**src/rtl/pong_pkg.sv**
```systemverilog
// Shared types and screen constants for the pong game sequencer and its datapath.
// Latency: none; this file holds only types, constants and one helper function.
// Backpressure: none.
package pong_pkg;

    // Screen geometry (640x480 visible area).
    localparam int SCREEN_W     = 640;
    localparam int SCREEN_H     = 480;
    localparam int POS_W        = 10;

    // Default miss thresholds: the ball has passed a paddle face.
    localparam int MISS_L_X_DEF = 4;
    localparam int MISS_R_X_DEF = 635;

    // Paddle x positions used by the paddle/ball datapath.
    localparam int PADDLE_L_X   = 8;
    localparam int PADDLE_R_X   = 631;

    localparam int SCORE_W      = 4;

    typedef enum logic [2:0] {
        ST_IDLE       = 3'd0,
        ST_SERVE_WAIT = 3'd1,
        ST_PLAY       = 3'd2,
        ST_POINT      = 3'd3,
        ST_GAME_OVER  = 3'd4
    } game_state_t;

    // Score increment that never passes the winning score.
    function automatic logic [SCORE_W-1:0] score_sat_inc(
        input logic [SCORE_W-1:0] score,
        input logic [SCORE_W-1:0] limit
    );
        return (score < limit) ? score + SCORE_W'(1) : score;
    endfunction

endpackage

```
**src/rtl/pong_game_ctrl_tick_gen.sv**
```systemverilog
// Clock divider producing a one-cycle tick every DIV enabled cycles (motion or paddle rate).
// Latency: tick is combinational on the wrap cycle of the internal counter.
// Backpressure: en low freezes the counter in place; clr forces it to 0 and suppresses the tick.
//
// Ports: clk, rst_n (async active-low), en (count enable), clr (hold at 0), tick (wrap pulse).
module tick_gen #(
    parameter int DIV = 131072
) (
    input  logic clk,
    input  logic rst_n,
    input  logic en,
    input  logic clr,
    output logic tick
);

    localparam int              CW   = (DIV > 1) ? $clog2(DIV) : 1;
    localparam logic [CW-1:0]   LAST = CW'(DIV - 1);

    logic [CW-1:0] cnt_q;
    logic [CW-1:0] cnt_d;

    always_comb begin
        cnt_d = cnt_q;
        tick  = 1'b0;
        if (clr) begin
            cnt_d = '0;
        end else if (en) begin
            if (cnt_q == LAST) begin
                cnt_d = '0;
                tick  = 1'b1;
            end else begin
                cnt_d = cnt_q + CW'(1);
            end
        end
    end

    always_ff @(posedge clk or negedge rst_n) begin
        if (!rst_n) begin
            cnt_q <= '0;
        end else begin
            cnt_q <= cnt_d;
        end
    end

endmodule

```
**src/rtl/pong_game_ctrl.sv**
```systemverilog
// Pong game sequencer: serve timing, ball step enable, miss detection, scoring, game end.
// Latency: ball_step/ball_serve registered (1 cycle after tick); miss->score 1 cycle; score->next state 1 cycle.
// Backpressure: pause freezes the motion tick and all tick-driven counting; miss detection stays live.
//
// Ports:
//   clk, reset_n             clock, asynchronous active-low reset
//   start, pause             debounced start level (rising edge used), pause level
//   ball_x_pos, ball_y_pos   ball position from the ball block (y only tapped, not used)
//   ball_step, ball_serve    one-cycle pulses to the ball block
//   serve_dir                1 = serve toward +x; updated at each point, held afterwards
//   left_score, right_score  player scores
//   game_over, winner        game finished, and who won (0 = left, 1 = right)
module pong_game_ctrl
    import pong_pkg::*;
#(
    parameter int TICK_DIV    = 131072,
    parameter int SERVE_DELAY = 64,
    parameter int WIN_SCORE   = 9,
    parameter int MISS_L_X    = MISS_L_X_DEF,
    parameter int MISS_R_X    = MISS_R_X_DEF
) (
    input  logic             clk,
    input  logic             reset_n,
    input  logic             start,
    input  logic             pause,
    input  logic [9:0]       ball_x_pos,
    input  logic [9:0]       ball_y_pos,
    output logic             ball_step,
    output logic             ball_serve,
    output logic             serve_dir,
    output logic [3:0]       left_score,
    output logic [3:0]       right_score,
    output logic             game_over,
    output logic             winner
);

    localparam int                 DW       = (SERVE_DELAY > 1) ? $clog2(SERVE_DELAY + 1) : 1;
    localparam logic [DW-1:0]      DLY_LAST = DW'(SERVE_DELAY - 1);
    localparam logic [SCORE_W-1:0] WIN      = SCORE_W'(WIN_SCORE);
    localparam logic [POS_W-1:0]   MISS_L   = POS_W'(MISS_L_X);
    localparam logic [POS_W-1:0]   MISS_R   = POS_W'(MISS_R_X);

    game_state_t        state_q, state_d;
    logic [SCORE_W-1:0] left_score_q, left_score_d;
    logic [SCORE_W-1:0] right_score_q, right_score_d;
    logic               serve_dir_q, serve_dir_d;
    logic               winner_q, winner_d;
    logic               ball_step_q, ball_step_d;
    logic               ball_serve_q, ball_serve_d;
    logic [DW-1:0]      delay_cnt_q, delay_cnt_d;
    logic               start_q, start_d;

    logic tick;
    logic tick_clr;
    logic start_rise;

    // The y position is only carried for the score overlay tap.
    logic unused_y;
    assign unused_y = ^ball_y_pos;

    // Motion tick is parked at phase 0 while no game is in progress, so every
    // fresh game starts with a full, predictable serve delay.
    assign tick_clr   = (state_q == ST_IDLE) || (state_q == ST_GAME_OVER);
    assign start_rise = start && !start_q;

    tick_gen #(
        .DIV (TICK_DIV)
    ) u_motion_tick (
        .clk   (clk),
        .rst_n (reset_n),
        .en    (!pause),
        .clr   (tick_clr),
        .tick  (tick)
    );

    always_comb begin
        state_d       = state_q;
        left_score_d  = left_score_q;
        right_score_d = right_score_q;
        serve_dir_d   = serve_dir_q;
        winner_d      = winner_q;
        delay_cnt_d   = delay_cnt_q;
        ball_step_d   = 1'b0;
        ball_serve_d  = 1'b0;
        start_d       = start;

        case (state_q)
            ST_IDLE: begin
                if (start_rise) begin
                    delay_cnt_d = '0;
                    state_d     = ST_SERVE_WAIT;
                end
            end

            ST_SERVE_WAIT: begin
                if (tick) begin
                    if (delay_cnt_q == DLY_LAST) begin
                        ball_serve_d = 1'b1;
                        delay_cnt_d  = '0;
                        state_d      = ST_PLAY;
                    end else begin
                        delay_cnt_d = delay_cnt_q + DW'(1);
                    end
                end
            end

            ST_PLAY: begin
                ball_step_d = tick;
                // Left miss wins a tie so the outcome is deterministic.
                if (ball_x_pos <= MISS_L) begin
                    right_score_d = score_sat_inc(right_score_q, WIN);
                    serve_dir_d   = 1'b0;
                    state_d       = ST_POINT;
                end else if (ball_x_pos >= MISS_R) begin
                    left_score_d = score_sat_inc(left_score_q, WIN);
                    serve_dir_d  = 1'b1;
                    state_d      = ST_POINT;
                end
            end

            ST_POINT: begin
                // serve_dir was just set toward the loser, so it also names the scorer:
                // 1 means the left player scored.
                if (serve_dir_q ? (left_score_q == WIN) : (right_score_q == WIN)) begin
                    winner_d = !serve_dir_q;
                    state_d  = ST_GAME_OVER;
                end else begin
                    delay_cnt_d = '0;
                    state_d     = ST_SERVE_WAIT;
                end
            end

            ST_GAME_OVER: begin
                if (start_rise) begin
                    left_score_d  = '0;
                    right_score_d = '0;
                    serve_dir_d   = 1'b1;
                    winner_d      = 1'b0;
                    delay_cnt_d   = '0;
                    state_d       = ST_SERVE_WAIT;
                end
            end

            default: begin
                state_d = ST_IDLE;
            end
        endcase
    end

    always_ff @(posedge clk or negedge reset_n) begin
        if (!reset_n) begin
            state_q       <= ST_IDLE;
            left_score_q  <= '0;
            right_score_q <= '0;
            serve_dir_q   <= 1'b1;
            winner_q      <= 1'b0;
            ball_step_q   <= 1'b0;
            ball_serve_q  <= 1'b0;
            delay_cnt_q   <= '0;
            start_q       <= 1'b0;
        end else begin
            state_q       <= state_d;
            left_score_q  <= left_score_d;
            right_score_q <= right_score_d;
            serve_dir_q   <= serve_dir_d;
            winner_q      <= winner_d;
            ball_step_q   <= ball_step_d;
            ball_serve_q  <= ball_serve_d;
            delay_cnt_q   <= delay_cnt_d;
            start_q       <= start_d;
        end
    end

    assign ball_step   = ball_step_q;
    assign ball_serve  = ball_serve_q;
    assign serve_dir   = serve_dir_q;
    assign left_score  = left_score_q;
    assign right_score = right_score_q;
    assign game_over   = (state_q == ST_GAME_OVER);
    assign winner      = winner_q;

endmodule

```
**config.mk**
```make
export PLATFORM = sky130hd
export DESIGN_NAME = pong_game_ctrl
export DESIGN_NICKNAME = d
export VERILOG_FILES = /design/src/rtl/pong_pkg.sv /design/src/rtl/pong_game_ctrl_tick_gen.sv /design/src/rtl/pong_game_ctrl.sv
export SDC_FILE = /design/constraint.sdc
export NUM_CORES = 1
export LEC_CHECK = 0
export CORE_AREA = 2 2 68 70
export DETAILED_ROUTE_END_ITERATION = 8
export DIE_AREA = 0 0 70 72
export MAX_ROUTING_LAYER = met4
export PLACE_DENSITY_LB_ADDON = 0.3
export RECOVER_POWER = 100
export SLEW_MARGIN = 40
export SYNTH_ARGS = -nofsm -noshare
export SYNTH_HDL_FRONTEND = slang
export SYNTH_SLANG_ARGS = --single-unit
```
**constraint.sdc**
```tcl
create_clock -name clk -period 3.1 [get_ports clk]
set_input_delay 0.31 -clock clk [delete_from_list [all_inputs] [get_ports clk]]
set_output_delay 0.31 -clock clk [all_outputs]
set_load 0.03 [all_outputs]
```
### Word level (Yosys, flattened, before mapping)

Cells that the tools add are included.

| operators by class | value |
|---|---|
| muxes and demuxes | 38 |
| $mul | 0 |
| add/subtract/negate cells | 4 |
| bitwise operators | 0 |
| reduce and logical (&&, ||, !) cells | 15 |
| shift-type cells | 0 |
| equal/unequal tests | 21 |
| divide/modulo/power cells | 0 |
| order comparisons | 4 |

Operator list:

| cell | count |
|---|---|
| 17-bit two-way mux | 3 |
| 7-bit two-way mux | 4 |
| 4-bit two-way mux | 6 |
| 7-bit case mux with 3 select lines | 1 |
| 3-bit two-way mux | 6 |
| 2-bit != test (second input constant) | 9 |
| 17-bit by 1-bit adder with 17-bit output (second input constant) | 1 |
| 17-bit == test (second input constant) | 1 |
| 4-bit case mux with 2 select lines | 2 |
| 1-bit two-way mux | 13 |
| 3-bit case mux with 4 select lines | 1 |
| 4-bit AND reduction | 3 |
| 10-bit greater-or-equal comparator (second input constant) | 1 |
| 10-bit by 3-bit less-or-equal comparator with 1-bit output (second input constant) | 1 |
| 4-bit by 1-bit adder with 4-bit output (second input constant) | 2 |
| 4-bit == test (second input constant) | 2 |
| 4-bit < comparator (second input constant) | 2 |
| 7-bit by 1-bit adder with 7-bit output (second input constant) | 1 |
| 7-bit by 6-bit == test with 1-bit output (second input constant) | 1 |
| 3-bit by 2-bit == test with 1-bit output (second input constant) | 2 |
| 2-bit by 1-bit != test with 1-bit output (second input constant) | 3 |
| 3-bit AND reduction | 2 |
| 5-bit AND reduction | 1 |
| 1-bit case mux with 2 select lines | 2 |
| 10 further kinds | 12 |

| word-level totals | value |
|---|---|
| RAM bits | 0 |
| memories kept | 0 |
| input port bits | 24 |
| flip-flop bits (word level) | 40 |
| bits in latches | 0 |
| memory bits (read-only) | 0 |

### Depth between registers and ports, before layout

| logic depth | value |
|---|---|
| word-level depth | 6 |
| depth in mapped cells | 12 |

### Hierarchy

Synthesis repeated with hierarchy kept, for this count alone.

| second synthesis, totals | value |
|---|---|
| cell total of the unflattened synthesis | 261 |
| area, all modules | 2406.1 µm² |

Modules (own cells, without submodules):

| module | seq. area each (µm²) | times used | area each (µm²) | cells an instance |
|---|---|---|---|---|
| pong_game_ctrl | 576.8 | 1 | 1385.1 | 148 |
| tick_gen | 425.4 | 1 | 1021.0 | 113 |

### Worst setup path after synthesis

OpenSTA, ideal clock, no wires.

| path | value |
|---|---|
| path kind | reg-to-reg |
| start | reg u_motion_tick.cnt_q[5] |
| end | reg delay_cnt_q[3] |
| path slack | 536 ps |
| setup time | 83 ps |
| path buffers | 1 |
| period minus slack after synthesis | 2564 ps |
| stages on the path, launching flop included | 12 |
| arrival | 2481 ps |
| cells stage by stage | dfrtp_1 and3_1 and4_1 buf_2 nand3_1 nor2_1 ha_1 nand2b_1 or4_4 and3_1 or4_1 o21ai_0 |

| between the ends | value |
|---|---|
| longest elaborated chain between the ends | 6 |

Ends and longest elaborated chain:

| element | line | source |
|---|---|---|
| start: declaration | pong_game_ctrl_tick_gen.sv:19 | `logic [CW-1:0] cnt_q;` |
| start signal: assignment | pong_game_ctrl_tick_gen.sv:41 | `cnt_q <= cnt_d;` |
| 17-bit == test | pong_game_ctrl_tick_gen.sv:28 | `if (cnt_q == LAST) begin` |
| 1-bit two-way mux | pong_game_ctrl_tick_gen.sv:28 |  |
| 1-bit two-way mux | pong_game_ctrl_tick_gen.sv:27 | `end else if (en) begin` |
| 1-bit two-way mux | pong_game_ctrl_tick_gen.sv:25 | `if (clr) begin` |
| 2-bit != test (no line) | - |  |
| 4-bit AND reduction (no line) | - |  |
| end signal: assignment | pong_game_ctrl.sv:169 | `delay_cnt_q <= delay_cnt_d;` |
| end: declaration | pong_game_ctrl.sv:50 | `logic [DW-1:0] delay_cnt_q, delay_cnt_d;` |

Every way passes these cells.
A chain may end at the register's enable or synchronous reset.

### Final worst setup path

| path | value |
|---|---|
| start | reg state_q[1] |
| end | out game_over |

| between the ends | value |
|---|---|
| longest elaborated chain between the ends | 1 |

Ends and longest elaborated chain:

| element | line | source |
|---|---|---|
| start: declaration | pong_game_ctrl.sv:43 | `game_state_t state_q, state_d;` |
| start signal: assignment | pong_game_ctrl.sv:162 | `state_q <= state_d;` |
| 3-bit == test | pong_game_ctrl.sv:179 | `assign game_over = (state_q == ST_GAME_OVER);` |
| end: declaration | pong_game_ctrl.sv:33 | `output logic game_over,` |

Every way passes these cells.

==> results.md <==
- Gr usage total: 19.8%
- Largest net degree at the start of global routing: 41
- Detailed Routing Iterations Pass 1: 4
- Layout cells sized above 1: around 5.5%
- Die H: 72 µm
- Headroom to the max-slew limit: -36.2%
- Least-Margin Pin Slew: between 2 and 2.5 ns
- Worst flop-to-flop path endpoint: delay_cnt_q[3]$_DFFE_PN0P_
- Clk sink count: 40
- Cts bufs inserted: 5
- Startpoint Class: flip-flop
- RSZ-0062 raised after global routing: no
- Min-delay src: u_motion_tick.cnt_q[7]$_DFFE_PN0P_
- DR DRC count: 0
- Global route total overflow: 0
- DR iter-0 viols: about 130
- Initial cell density of the core: 51.7%
- Total of max-cap violations: 1
- Nets: between 300 and 400
- Final instance area: around 2600 µm²
- Synthesized instance count: between 200 and 250
- Cells after DPL: around 320
- Final min period: between 2 and 3 ns
- Initial antenna violation count: 0
- Failing checks: max-capacitance violations, max-slew violations
- Largest stage delay on the critical path: roughly 0.76 ns
- Drt total wl: 4580 µm
- Synth cell count leaders: 39 x dfrtp_1, 27 x o21ai_0, 25 x nand2_1
- R2r worst-path depth: 10
- Leading area contributor after synthesis: dfrtp_1
- Crit end category: output port
- Syn nets: 277
- Seq/Total Area, Yosys: between 40% and 50%
- FF-to-FF Start: u_motion_tick.cnt_q[5]$_DFFE_PN0P_
- Cell area after synthesis: between 2000 and 2500 µm²
- Overall Power: roughly 1.2 mW
- Fin Setup TNS: 0 ns
- CTS resizes: 0
- Vias in the first global route: about 1800
- IO Pins: 37
- Worst path required time: roughly 2.8 ns
- Placer Congestion: 0.817
- Row Count: 24
- Pwr Density: 449 nW/µm²
- Synthesis-to-layout area growth: 18.7%
- Static Leakage: between 1 and 1.5 nW
- Critical path type: flip-flop to output port
- Die Wd: ~70 µm
- Crit path DAT: ~2.5 ns
- Core area: ~4300 µm²
- Clock tree buffer depth: 2
- CTS tree: done
- Synth warn: 0
- Synth Flop Type: dfrtp_1
- Port bufs: 26
- Synth Area per Inst: 9.04 µm²
- Post-synth ARST share: 100%
- Final ANT Viol Nets: 0
- Area post-placement: approximately 2500 µm²
- Ranking of synthesized cells by area: dfrtp_1 44%, o21ai_0 6.1%, ha_1 5.1%, nand2_1 4.3%, nor2_1 3.7%
- H-tree depth: 2
- EDFF count, synth: 0
- Worst vdd ir: approximately 250 µV
- Full die area: between 5000 and 6000 µm²
- Number of distinct library cells after synthesis: 47
- Clock Latency Late Sink: 0.30 ns
- Max-slew violation count: about 40
- Most common cell in the synthesized netlist: dfrtp_1
- Avg Vias per Cell: around 5.7
- Worst R2R Setup Slack: around 0.37 ns
- Worst Path Max Fanout: 15
- Hold path depth: 1
- Run status: finished with violations
- Slowest cell on crit path: dlygate4sd3_1
- First-pass GRT wire length: 7820 µm
- Hold Vio Cnt, Final: 0
- Clock skew: ~0.011 ns
- Fmax: between 0.3 and 0.4 GHz
- Cells along the critical path: nor2_1 -> nand2_1 -> inv_1 -> dlygate4sd3_1
- Fillers: 378
- Hold Path Class: flip-flop to flip-flop
- Inserted Diodes: 0
- Share of the synthesized area in the top cell type: roughly 44%
- Clock transition at path regs: approximately 0.080 ns
- Avg WL per Cell: roughly 14 µm
- Period utilization: between 80% and 90%
- Synthesized flop and latch total: 40
- Post-Layout Cell Count: ~330
- Final setup violation count: 0
- DR vias: between 1500 and 2000
- WHS Endpoint: u_motion_tick.cnt_q[7]$_DFFE_PN0P_
- Finished Core Util: about three fifths
- Half-perimeter wire length after placement: 3330 µm
- Clk root buf: clkbuf_8
critical path, delay by kind of cell, from the launching register on:
family	cells	cell delay [ns]
buffers and inverters	2	0.94
flip-flops	1	0.54
AND/OR/NAND/NOR	2	0.67
layout by cell type, fill, tap and decap left out, types with 3 or more instances in the layout:
cell type / n
dfrtp_1: 39
o21ai_0: 27
nand2_1: 25
nor2_1: 22
dlygate4sd3_1: 16
nand3_1: 14
inv_1: 13
clkdlybuf4s50_1: 10
and3_1: 9
ha_1: 9
o31ai_1: 7
nand4_1: 7
a21oi_1: 6
clkbuf_8: 6
a31oi_1: 5
and2_1: 4
o21a_1: 4
nor2b_1: 4
xor2_1: 4
nor3_1: 3
a21o_1: 3
mux2i_1: 3
repair_timing:
| item | in CTS | in global routing |
|---|---|---|
| endpoints found under the hold margin | 38 | 0 |
| setup buffers | 0 | 0 |
| endpoints found under the setup margin | 0 | 0 |
| hold buffers | 1 | 0 |
sequential cells by signal (all words and copies together) (netlist names):
name / flops
u_motion_tick.cnt_q: 17
delay_cnt_q: 7
left_score: 4
right_score: 4
state_q: 3
ball_serve: 1
ball_step: 1
serve_dir: 1
start_q: 1
winner: 1
through the flow:
stage | hold WS, ns | setup slack, ns
2_1_floorplan | 0.0144 | 0.536
5_1_grt | 0.518 | 0.129
4_1_cts | 0.468 | 0.369
6_report | 0.486 | 0.337
3_3_place_gp | 0.461 | 0.424
3_5_place_dp | 0.316 | 0.405
cells by family (layout without fill, tap and decap cells):
family,after synthesis,count (layout),synth area share [%]
xor+xnor,6,6,2.38
fa+ha+maj,9,9,5.11
buf+inv,20,51,3.52
mux,3,3,1.36
simple gates,100,100,23.3
flops,40,40,45.4
compound gates,66,66,18.9
worst max-delay path by stage:
stage,cells past startpoint,from,to,slack [ns]
after floorplan,11,u_motion_tick.cnt_q[5]$_DFFE_PN0P_,delay_cnt_q[3]$_DFFE_PN0P_,0.54
after global placement,10,u_motion_tick.cnt_q[5]$_DFFE_PN0P_,delay_cnt_q[3]$_DFFE_PN0P_,0.42
after detailed placement,10,u_motion_tick.cnt_q[5]$_DFFE_PN0P_,delay_cnt_q[3]$_DFFE_PN0P_,0.40
after CTS,10,u_motion_tick.cnt_q[5]$_DFFE_PN0P_,delay_cnt_q[3]$_DFFE_PN0P_,0.37
after global routing,10,u_motion_tick.cnt_q[5]$_DFFE_PN0P_,delay_cnt_q[3]$_DFFE_PN0P_,0.13
final,4,state_q[1]$_DFFE_PN0P_,game_over,0.34
per-layer routing:
| layer | wire length, µm | track usage [%] |
|---|---|---|
| met1 | 2270 | 25.4 |
| met2 | 2130 | 31.5 |
| met3 | 146 | 4.72 |
| met4 | 34 | 5.98 |
| met5 | 0 | - |
power by group:
group | switching [mW] | leakage [nW] | internal (mW) | total (mW)
sequential | 0.0535 | 0.527 | 0.568 | 0.622
combinational | 0.110 | 0.596 | 0.0796 | 0.189
clock | 0.185 | 0.0510 | 0.178 | 0.363
total | 0.349 | 1.17 | 0.825 | 1.17
final cells by class:
class                   instances  area, µm²  area share (%)
multi-input cells             184       1130            43.0
clock buffers                   6       82.6            3.15
flip-flops and latches         40       1000            38.3
repair buffers                 29        279            10.7
clock inverters                 2       10.0           0.382
well taps                      52       65.1            2.49
inverters                      14       52.6            2.01
Note: power is estimated with default switching activity, not from simulation.
